## config.mk

```make
export PLATFORM = sky130hd
export DESIGN_NAME = cordic_rr_scheduler
export DESIGN_NICKNAME = d
export VERILOG_FILES = /design/src/rtl/cordic_pkg.sv /design/src/rtl/rr_arbiter.sv /design/src/rtl/cordic_rr_scheduler.sv
export SDC_FILE = /design/constraint.sdc
export NUM_CORES = 1
export LEC_CHECK = 0
export ABC_CLOCK_PERIOD_IN_PS = 6200
export BUFFER_PORTS_ARGS = -buffer_cell sky130_fd_sc_hd__buf_2
export CAP_MARGIN = 20
export CORE_AREA = 2 2 143 145
export DETAILED_ROUTE_END_ITERATION = 6
export DIE_AREA = 0 0 145 147
export PLACE_DENSITY_LB_ADDON = 0.05
export SKIP_CTS_REPAIR_TIMING = 1
export SYNTH_ARGS = -nofsm -noshare
export SYNTH_HDL_FRONTEND = slang
export SYNTH_SLANG_ARGS = --single-unit
```

## constraint.sdc

```tcl
create_clock -name clk -period 6.2 [get_ports clk]
set_input_delay 0.62 -clock clk [delete_from_list [all_inputs] [get_ports clk]]
set_output_delay 0.62 -clock clk [all_outputs]
set_load 0.01 [all_outputs]
```

## src/rtl/cordic_pkg.sv

```systemverilog
// Shared constants, fixed-point type and FSM state encoding for the shared CORDIC
// scheduling blocks.
package cordic_pkg;

  localparam int FRAC_BITS  = 28;
  localparam int K_GAIN     = 163007430;
  localparam int PI_Q28     = 843314857;
  localparam int TWO_PI_Q28 = 1686629713;

  typedef logic signed [31:0] q4_28_t;

  typedef enum logic [1:0] {
    ST_IDLE,
    ST_ISSUE,
    ST_WAIT,
    ST_RESP
  } sched_state_e;

endpackage

```

## src/rtl/rr_arbiter.sv

```systemverilog
// Combinational round-robin arbiter: grants the first asserted request at or after ptr,
// wrapping past N-1 back to 0.
module rr_arbiter #(
  parameter int unsigned N = 4
) (
  input  logic [N-1:0]         req,
  input  logic [$clog2(N)-1:0] ptr,
  output logic [N-1:0]         grant,
  output logic [$clog2(N)-1:0] idx,
  output logic                 any
);

  localparam int unsigned IW = $clog2(N);

  always_comb begin
    int unsigned j;
    logic [IW-1:0] jn;
    grant = '0;
    idx   = '0;
    any   = 1'b0;
    j     = 0;
    jn    = '0;
    for (int unsigned i = 0; i < N; i++) begin
      j = 32'(ptr) + i;
      if (j >= N) j = j - N;
      jn = IW'(j);
      if (!any && req[jn]) begin
        any       = 1'b1;
        grant[jn] = 1'b1;
        idx       = jn;
      end
    end
  end

endmodule

```

## src/rtl/cordic_rr_scheduler.sv

```systemverilog
// Round-robin scheduler sharing one combinational CORDIC core among N_REQ requesters:
// grants, range-reduces the angle, waits for the core to settle, returns cos/sin + ID.
module cordic_rr_scheduler
  import cordic_pkg::*;
#(
  parameter int unsigned N_REQ      = 4,
  parameter int unsigned WIDTH      = 32,
  parameter int unsigned CORDIC_LAT = 2
) (
  input  logic                     clk,
  input  logic                     rst_n,
  input  logic [N_REQ-1:0]         req_valid,
  output logic [N_REQ-1:0]         req_ready,
  input  logic [N_REQ*WIDTH-1:0]   req_angle,
  output logic                     rsp_valid,
  input  logic                     rsp_ready,
  output logic [$clog2(N_REQ)-1:0] rsp_id,
  output logic [WIDTH-1:0]         rsp_cos,
  output logic [WIDTH-1:0]         rsp_sin,
  output logic [WIDTH-1:0]         core_x,
  output logic [WIDTH-1:0]         core_y,
  output logic [WIDTH-1:0]         core_angle,
  input  logic [WIDTH-1:0]         core_cos,
  input  logic [WIDTH-1:0]         core_sin,
  output logic                     busy
);

  localparam int unsigned IW = $clog2(N_REQ);
  localparam int unsigned CW = $clog2(CORDIC_LAT + 1);
  localparam logic signed [WIDTH-1:0] TWO_PI_W = WIDTH'(TWO_PI_Q28);

  sched_state_e             state_q, state_d;
  logic [IW-1:0]            rr_ptr_q, rr_ptr_d;
  logic [IW-1:0]            id_q, id_d;
  logic signed [WIDTH-1:0]  angle_q, angle_d;
  logic [WIDTH-1:0]         core_angle_q, core_angle_d;
  logic [CW-1:0]            cnt_q, cnt_d;
  logic                     rsp_valid_q, rsp_valid_d;
  logic [WIDTH-1:0]         rsp_cos_q, rsp_cos_d;
  logic [WIDTH-1:0]         rsp_sin_q, rsp_sin_d;

  logic [N_REQ-1:0]         arb_grant;
  logic [IW-1:0]            arb_idx;
  logic                     arb_any;
  logic signed [WIDTH-1:0]  angle_red;

  rr_arbiter #(.N(N_REQ)) u_arb (
    .req   (req_valid),
    .ptr   (rr_ptr_q),
    .grant (arb_grant),
    .idx   (arb_idx),
    .any   (arb_any)
  );

  // Single correction step; the modular WIDTH-bit add is exact because the reduced
  // angle always lies in [0, 2*pi), which fits signed Q4.28.
  always_comb begin
    angle_red = angle_q;
    if (angle_q[WIDTH-1])
      angle_red = angle_q + TWO_PI_W;
    else if (angle_q >= TWO_PI_W)
      angle_red = angle_q - TWO_PI_W;
  end

  always_comb begin
    state_d      = state_q;
    rr_ptr_d     = rr_ptr_q;
    id_d         = id_q;
    angle_d      = angle_q;
    core_angle_d = core_angle_q;
    cnt_d        = cnt_q;
    rsp_valid_d  = rsp_valid_q;
    rsp_cos_d    = rsp_cos_q;
    rsp_sin_d    = rsp_sin_q;
    req_ready    = '0;
    unique case (state_q)
      ST_IDLE: begin
        if (arb_any) begin
          req_ready = arb_grant;
          angle_d   = req_angle[32'(arb_idx)*WIDTH +: WIDTH];
          id_d      = arb_idx;
          rr_ptr_d  = (arb_idx == IW'(N_REQ - 1)) ? '0 : arb_idx + IW'(1);
          state_d   = ST_ISSUE;
        end
      end
      ST_ISSUE: begin
        core_angle_d = angle_red;
        cnt_d        = CW'(CORDIC_LAT - 1);
        state_d      = ST_WAIT;
      end
      ST_WAIT: begin
        if (cnt_q == '0) begin
          rsp_cos_d   = core_cos;
          rsp_sin_d   = core_sin;
          rsp_valid_d = 1'b1;
          state_d     = ST_RESP;
        end else begin
          cnt_d = cnt_q - CW'(1);
        end
      end
      ST_RESP: begin
        if (rsp_ready) begin
          rsp_valid_d = 1'b0;
          state_d     = ST_IDLE;
        end
      end
      default: state_d = ST_IDLE;
    endcase
  end

  always_ff @(posedge clk or negedge rst_n) begin
    if (!rst_n) begin
      state_q      <= ST_IDLE;
      rr_ptr_q     <= '0;
      id_q         <= '0;
      angle_q      <= '0;
      core_angle_q <= '0;
      cnt_q        <= '0;
      rsp_valid_q  <= 1'b0;
      rsp_cos_q    <= '0;
      rsp_sin_q    <= '0;
    end else begin
      state_q      <= state_d;
      rr_ptr_q     <= rr_ptr_d;
      id_q         <= id_d;
      angle_q      <= angle_d;
      core_angle_q <= core_angle_d;
      cnt_q        <= cnt_d;
      rsp_valid_q  <= rsp_valid_d;
      rsp_cos_q    <= rsp_cos_d;
      rsp_sin_q    <= rsp_sin_d;
    end
  end

  assign rsp_valid  = rsp_valid_q;
  assign rsp_id     = id_q;
  assign rsp_cos    = rsp_cos_q;
  assign rsp_sin    = rsp_sin_q;
  assign core_x     = WIDTH'(K_GAIN);
  assign core_y     = '0;
  assign core_angle = core_angle_q;
  assign busy       = (state_q != ST_IDLE);

endmodule

```

### Yosys cells after proc, flatten, opt, wreduce, memory -nomap -nowiden

Index checks and enable logic that the tools add are counted.

| storage, ports and cells | value |
|---|---|
| word-level logic and storage cells | 111 |
| input port bits | 199 |
| register bits | 137 |
| output and inout bits | 168 |

| operators by class | value |
|---|---|
| $lt $le $gt $ge | 13 |
| add/sub/neg operators | 11 |
| reduce and logical (&&, ||, !) cells | 20 |
| shift-type cells | 1 |
| muxes and demuxes | 46 |
| bitwise operators | 3 |
| equality and inequality tests | 8 |

Operators with widths:

| operator | count |
|---|---|
| $shiftx A128 B8 Y32 | 1 |
| $mux W32 | 2 |
| $add A32 B32 Y32 const B | 1 |
| $ge A32 B32 Y1 const B | 1 |
| $sub A32 B32 Y32 const B | 1 |
| $mux W2 | 13 |
| $mux W4 | 6 |
| $mux W1 | 14 |
| $lt A2 B3 Y1 const B | 4 |
| $or A4 B4 Y4 | 3 |
| $sub A2 B1 Y2 const B | 5 |
| $ge A3 B3 Y1 const B | 3 |
| $bmux W1 S2 | 4 |
| $demux W1 S2 | 4 |
| $ge A2 B1 Y1 const B | 4 |
| $ne A2 B2 Y1 const B | 4 |
| $pmux W2 S4 | 1 |
| $logic_and A1 B1 Y1 | 7 |
| $add A2 B2 Y3 const B | 2 |
| $eq A2 B2 Y1 const B | 3 |
| $reduce_and A2 Y1 | 3 |
| $reduce_and A3 Y1 | 2 |
| $reduce_bool A2 Y1 | 3 |
| $logic_not A2 Y1 | 2 |
| 7 further kinds | 9 |

### Longest topological paths before layout

| logic depth | value |
|---|---|
| depth after elaboration | 16 |
| mapped depth | 11 |
| gate-level depth less buffers | 9 |

### Modules after synthesis

A second synthesis with hierarchy kept.

| unflattened totals | value |
|---|---|
| cells, all modules | 737 |
| area, all modules | 8,485.6 um^2 |

Modules (own cells, without submodules):

| module | sequential area each (um^2) | area each (um^2) | cells an instance | times used |
|---|---|---|---|---|
| cordic_rr_scheduler | 3,428.3 | 8,064.0 | 692 | 1 |
| rr_arbiter | 0.0 | 421.7 | 45 | 1 |

### Worst setup path before layout

OpenSTA, ideal clock, no wires.

| path | value |
|---|---|
| path type | register -> register |
| from | reg rr_ptr_q[0] |
| to | reg angle_q[23] |
| path slack | 2,536 ps |
| clock period less this slack | 3,664 ps |
| arrival time | 3,539 ps |
| buffers on the path | 2 |
| data required time | 6,075 ps |
| cell stages (with the launch flop) | 11 |
| library setup time | 125 ps |
| path through | dfrtp_1 buf_2 inv_1 ha_1 mux4_2 nor2b_1 nor2_1 o21ai_2 buf_2 mux4_2 mux2_2 |

| between the ends | value |
|---|---|
| longest elaborated chain between the ends | 15 |
| elaborated cells on any way between the ends | 39 |
| those cells by class | 7 x add/sub; 4 x order compare; 1 x shift; 20 x mux; 7 x reduce/logical |

RTL lines:

| element | line | RTL |
|---|---|---|
| start: declaration | cordic_rr_scheduler.sv:33 | `logic [IW-1:0] rr_ptr_q, rr_ptr_d;` |
| start signal: assignment | cordic_rr_scheduler.sv:124 | `rr_ptr_q <= rr_ptr_d;` |
| parallel branches: the longest is 15 deep, another holds $add A2 B1 Y3 | n/a |  |
| end signal: assignment | cordic_rr_scheduler.sv:126 | `angle_q <= angle_d;` |
| end: declaration | cordic_rr_scheduler.sv:35 | `logic signed [WIDTH-1:0] angle_q, angle_d;` |

Parallel ways; which one is timed is not known. The select of a mux whose other input is x is not followed.
A chain may end at the register's enable or synchronous reset.

### Final worst setup path

| path | value |
|---|---|
| from | reg rr_ptr_q[0] |
| to | out req_ready[1] |

| between the ends | value |
|---|---|
| longest elaborated chain between the ends | 16 |
| elaborated cells on any way between the ends | 62 |
| those cells by class | 7 x add/sub; 12 x order compare; 30 x mux; 3 x bitwise; 10 x reduce/logical |

RTL lines:

| element | line | RTL |
|---|---|---|
| parallel branches: the longest is 14 deep, another holds $add A2 B1 Y3 | n/a |  |
| $mux W4 (*) | cordic_rr_scheduler.sv:78 | `if (arb_any) begin` |
| $mux W4 (*) | cordic_rr_scheduler.sv:76 | `unique case (state_q)` |
| end: declaration | cordic_rr_scheduler.sv:13 | `output logic [N_REQ-1:0] req_ready,` |

Mark *: on every way between the ends. The select of a mux whose other input is x is not followed.

==> out/metrics.cfg <==
[global_route]
grt_pass1_wl_um = 37100
grt.total_usage_pct = 22.0
grt_max_degree = 76
grt_pass1_vias = 6712
grt_antenna_before_repair = 2
gr-total-overflow = 0

[cts]
cts_tree = yes
h-tree-depth = 4
insertion_delay_ns = 0.42
root_buffer = clkbuf_16
cts_made_buffers = 17
clock_sinks = 137
ctsLongestPathBuffers = 2
clkTransAtPathRegs_ns = 0.07

[power_and_ir_drop]
p_int_w = 0.00353
peakVddDrop_mv = 0.307
p_sw_share_pct = 41.7
seqPwrFrac_pct = 29.7
pwr-share-comb_pct = 52.5
clockPowerShare_pct = 17.9
leakagePower_nw = 4.97
cellPowerDensity_nw_per_um2 = 572
p_switching_w = 0.00253

[timing]
fmax_mhz = 215
rsz0062_at_grt = false
finalSetupViolations = 0
fin_setup_tns_ns = 0
report.final.slew_viol_count = 0
hold_viol_final = 0
final.period_utilization_pct = 75.0
period_minus_slack_ns = 4.65
max_slew_margin_pct = 33.6
fin_skew_ns = 0.0102
tightest_slew_ns = 0.997

[floorplanning]
core_um2 = 19800
io_pins = 367
die_area_um2 = 21300
die_y_um = 147
initial_core_util_pct = 42.8
fp-row-count = 52
fp.dieW_um = 145

[cells_and_area]
multi_input_area_um2 = 4550
finalInstanceArea_um2 = 10600
syn_to_final_growth_pct = 24.8
nets = 1272
final_layout_size_suffix_gt1_share_pct = 46.1
fillers = 1867
regArea_um2 = 3430
postLayoutCoreUtil_pct = 53.4

[run]
drv_cap = 0

[synthesis]
netlist_top_cells_area = dfrtp_1, mux2_2, mux4_2, buf_4, nand2_1
yosysSeqAreaShare_pct = 40.4
ys_types = 73
synth-edff-count = 0
syn_area_per_cell_um2 = 10.9
syn_area_um2 = 8490
synth_seq_cells = 137
synth_ff_type = dfrtp_1
synth_top_area_share_pct = 40.4
async_flop_share_pct = 100
synth_top_area_cell = dfrtp_1
syn_inst = 781
yosys_warnings = 0

[setup_path]
critPathArrivalTime_ns = 4.03
path_cells = inv_1, ha_1, mux4_2, or3_1, o21ai_4, nor2_1, buf_2
critPathTopFamily = compound AO/OA/AOI/OAI gates
required_ns = 5.58
r2r_end = angle_q[13]$_DFFE_PN0P_
rr_worst_depth = 8
setup.worst_path.start_class = flip-flop
cpPeakStageDelay_ns = 0.72
cp_max_fo = 26
path_buf_inv = 2
critPathKind = reg -> out
r2r-start = rr_ptr_q[0]$_DFFE_PN0P_
end_kind = output pin
reg2reg_slack_ns = 1.92
cp_slowest_cell = o21ai_4

[worst_hold_path]
hp-class = in -> async

[place]
io_buffers = 302
dp_hpwl_um = 17300
dpl-instance-area_um2 = 9970
gp_congestion = 0.870

[routing]
drt_wl_total_um = 23300
via_per_inst = 5.19
num_vias = 6963
dr.pass1.iters = 5
final_antenna_net_count = 0
drcViolationCount = 0
post_drt_wl_per_cell_um = 17.4
drt_iter0_drc = 485

[run_status]
status = complete, no violations

[registers in the layout, indices dropped and copies added, names as in the netlist]
register	cells
rsp_valid	1
rsp_id	2
rr_ptr_q	2
rsp_cos	32
angle_q	32
rsp_sin	32
core_angle	32
cnt_q	2
state_q	2
[cell type report]
type                       count  area share, %
antenna                        2         0.0472
clock buffer                  17           4.01
clock inverter                15           1.84
inverter                      22          0.779
multi-input combinational    569           42.9
sequential                   137           32.3
tap                          270           3.19
timing repair buffer         310           14.9
[cells in the mapped netlist, types with 3 or more instances]
library cell  instances
and3_1                6
nor4_1                7
and2_1                4
nand2_1              61
xnor2_1               4
nor3_1               12
a21oi_1              23
nor2b_1               6
a41oi_1               3
o2111ai_1             4
a211oi_1              6
a2bb2oi_1             3
nand3_1               9
o22ai_1               3
a221oi_1              8
mux2i_1               9
o21ai_0              30
ha_1                 16
buf_2                10
o21a_1               10
a2111oi_0             3
o311ai_0             12
dfrtp_1             137
a22oi_1               7
mux4_2               35
nand2b_1              4
and4_1                3
o31ai_1               5
buf_4                65
a21boi_0              3
nor2_1               50
mux2_2              101
o211ai_1              6
clkbuf_1             37
inv_1                20
or3_1                 8
[placed cells by master, fill, tap and decap left out, types with 10 or more instances in the layout]
cell type | netlist | layout
nor3_1 | 12 | 12
conb_1 | 2 | 64
dfrtp_1 | 137 | 137
mux2_2 | 101 | 101
a21oi_1 | 23 | 23
mux4_2 | 35 | 35
clkbuf_16 | 0 | 17
buf_2 | 10 | 301
nor2_1 | 50 | 50
nand2_1 | 61 | 60
o21a_1 | 10 | 10
o311ai_0 | 12 | 12
o21ai_0 | 30 | 30
inv_1 | 20 | 20
ha_1 | 16 | 16
[worst register-to-register path, cell delays in order (launching register included)]
cell	delay [ns]
dfrtp_1	0.70
inv_1	0.31
ha_1	0.46
mux4_2	0.60
or3_1	0.50
o22ai_4	0.54
buf_4	0.42
mux4_2	0.37
mux2_2	0.27
[worst max path at each step]
stage                                  startpoint                      end  slack, ns  cells after the start
after floorplan           rr_ptr_q[0]$_DFFE_PN0P_  angle_q[23]$_DFFE_PN0P_       2.54                     10
after global placement    rr_ptr_q[0]$_DFFE_PN0P_  angle_q[29]$_DFFE_PN0P_       1.99                      8
after detailed placement  rr_ptr_q[0]$_DFFE_PN0P_  angle_q[13]$_DFFE_PN0P_       1.91                      8
after CTS                 rr_ptr_q[0]$_DFFE_PN0P_             req_ready[1]       1.49                      7
after global routing      rr_ptr_q[0]$_DFFE_PN0P_             req_ready[0]       1.26                      7
final                     rr_ptr_q[0]$_DFFE_PN0P_             req_ready[1]       1.55                      7
[metal layers]
metal	GRT usage (%)	routed length, um	up-vias	part of all wire, %
li1	-	-	3310	-
met2	36.4	11400	236	49
met4	5.94	338	0	1.4
met5	0	0	-	0
met3	4.32	1130	17	4.9
met1	29.6	10500	3400	45
[cell families (layout without fill, tap and decap cells)]
family	after synthesis	in the layout	synth area share, %
compound gates	156	156	13.4
xor+xnor	6	6	0.619
fa+ha+maj	16	16	2.36
buf+inv	137	364	9.25
flops	137	137	40.4
mux	146	146	23.9
other cells	2	66	0.0884
simple gates	181	181	10.1
[power groups by stage]
stage	combinational (W)	clock [W]	sequential, W
6_report	0.00318	0.00108	0.00180
5_1_grt	0.00352	0.00116	0.00188
4_1_cts	0.00323	0.00111	0.00179
3_5_place_dp	0.00322	0	0.00181
3_3_place_gp	0.00319	0	0.00180
2_1_floorplan	0.00227	0	0.00179
[per-stage QoR]
| step | cells | power [W] | hold WS [ns] | setup slack [ns] |
|---|---|---|---|---|
| final | 1342 | 0.00606 | 0.213 | 1.55 |
| after global routing | 1342 | 0.00655 | 0.253 | 1.26 |
| after CTS | 1340 | 0.00614 | 0.238 | 1.49 |
| after detailed placement | 1308 | 0.00503 | 0.467 | 1.91 |
| after global placement | 1308 | 0.00499 | 0.465 | 1.99 |
| after floorplan | 843 | 0.00407 | 0.324 | 2.54 |
No activity file was read; power rests on OpenSTA's default activity.
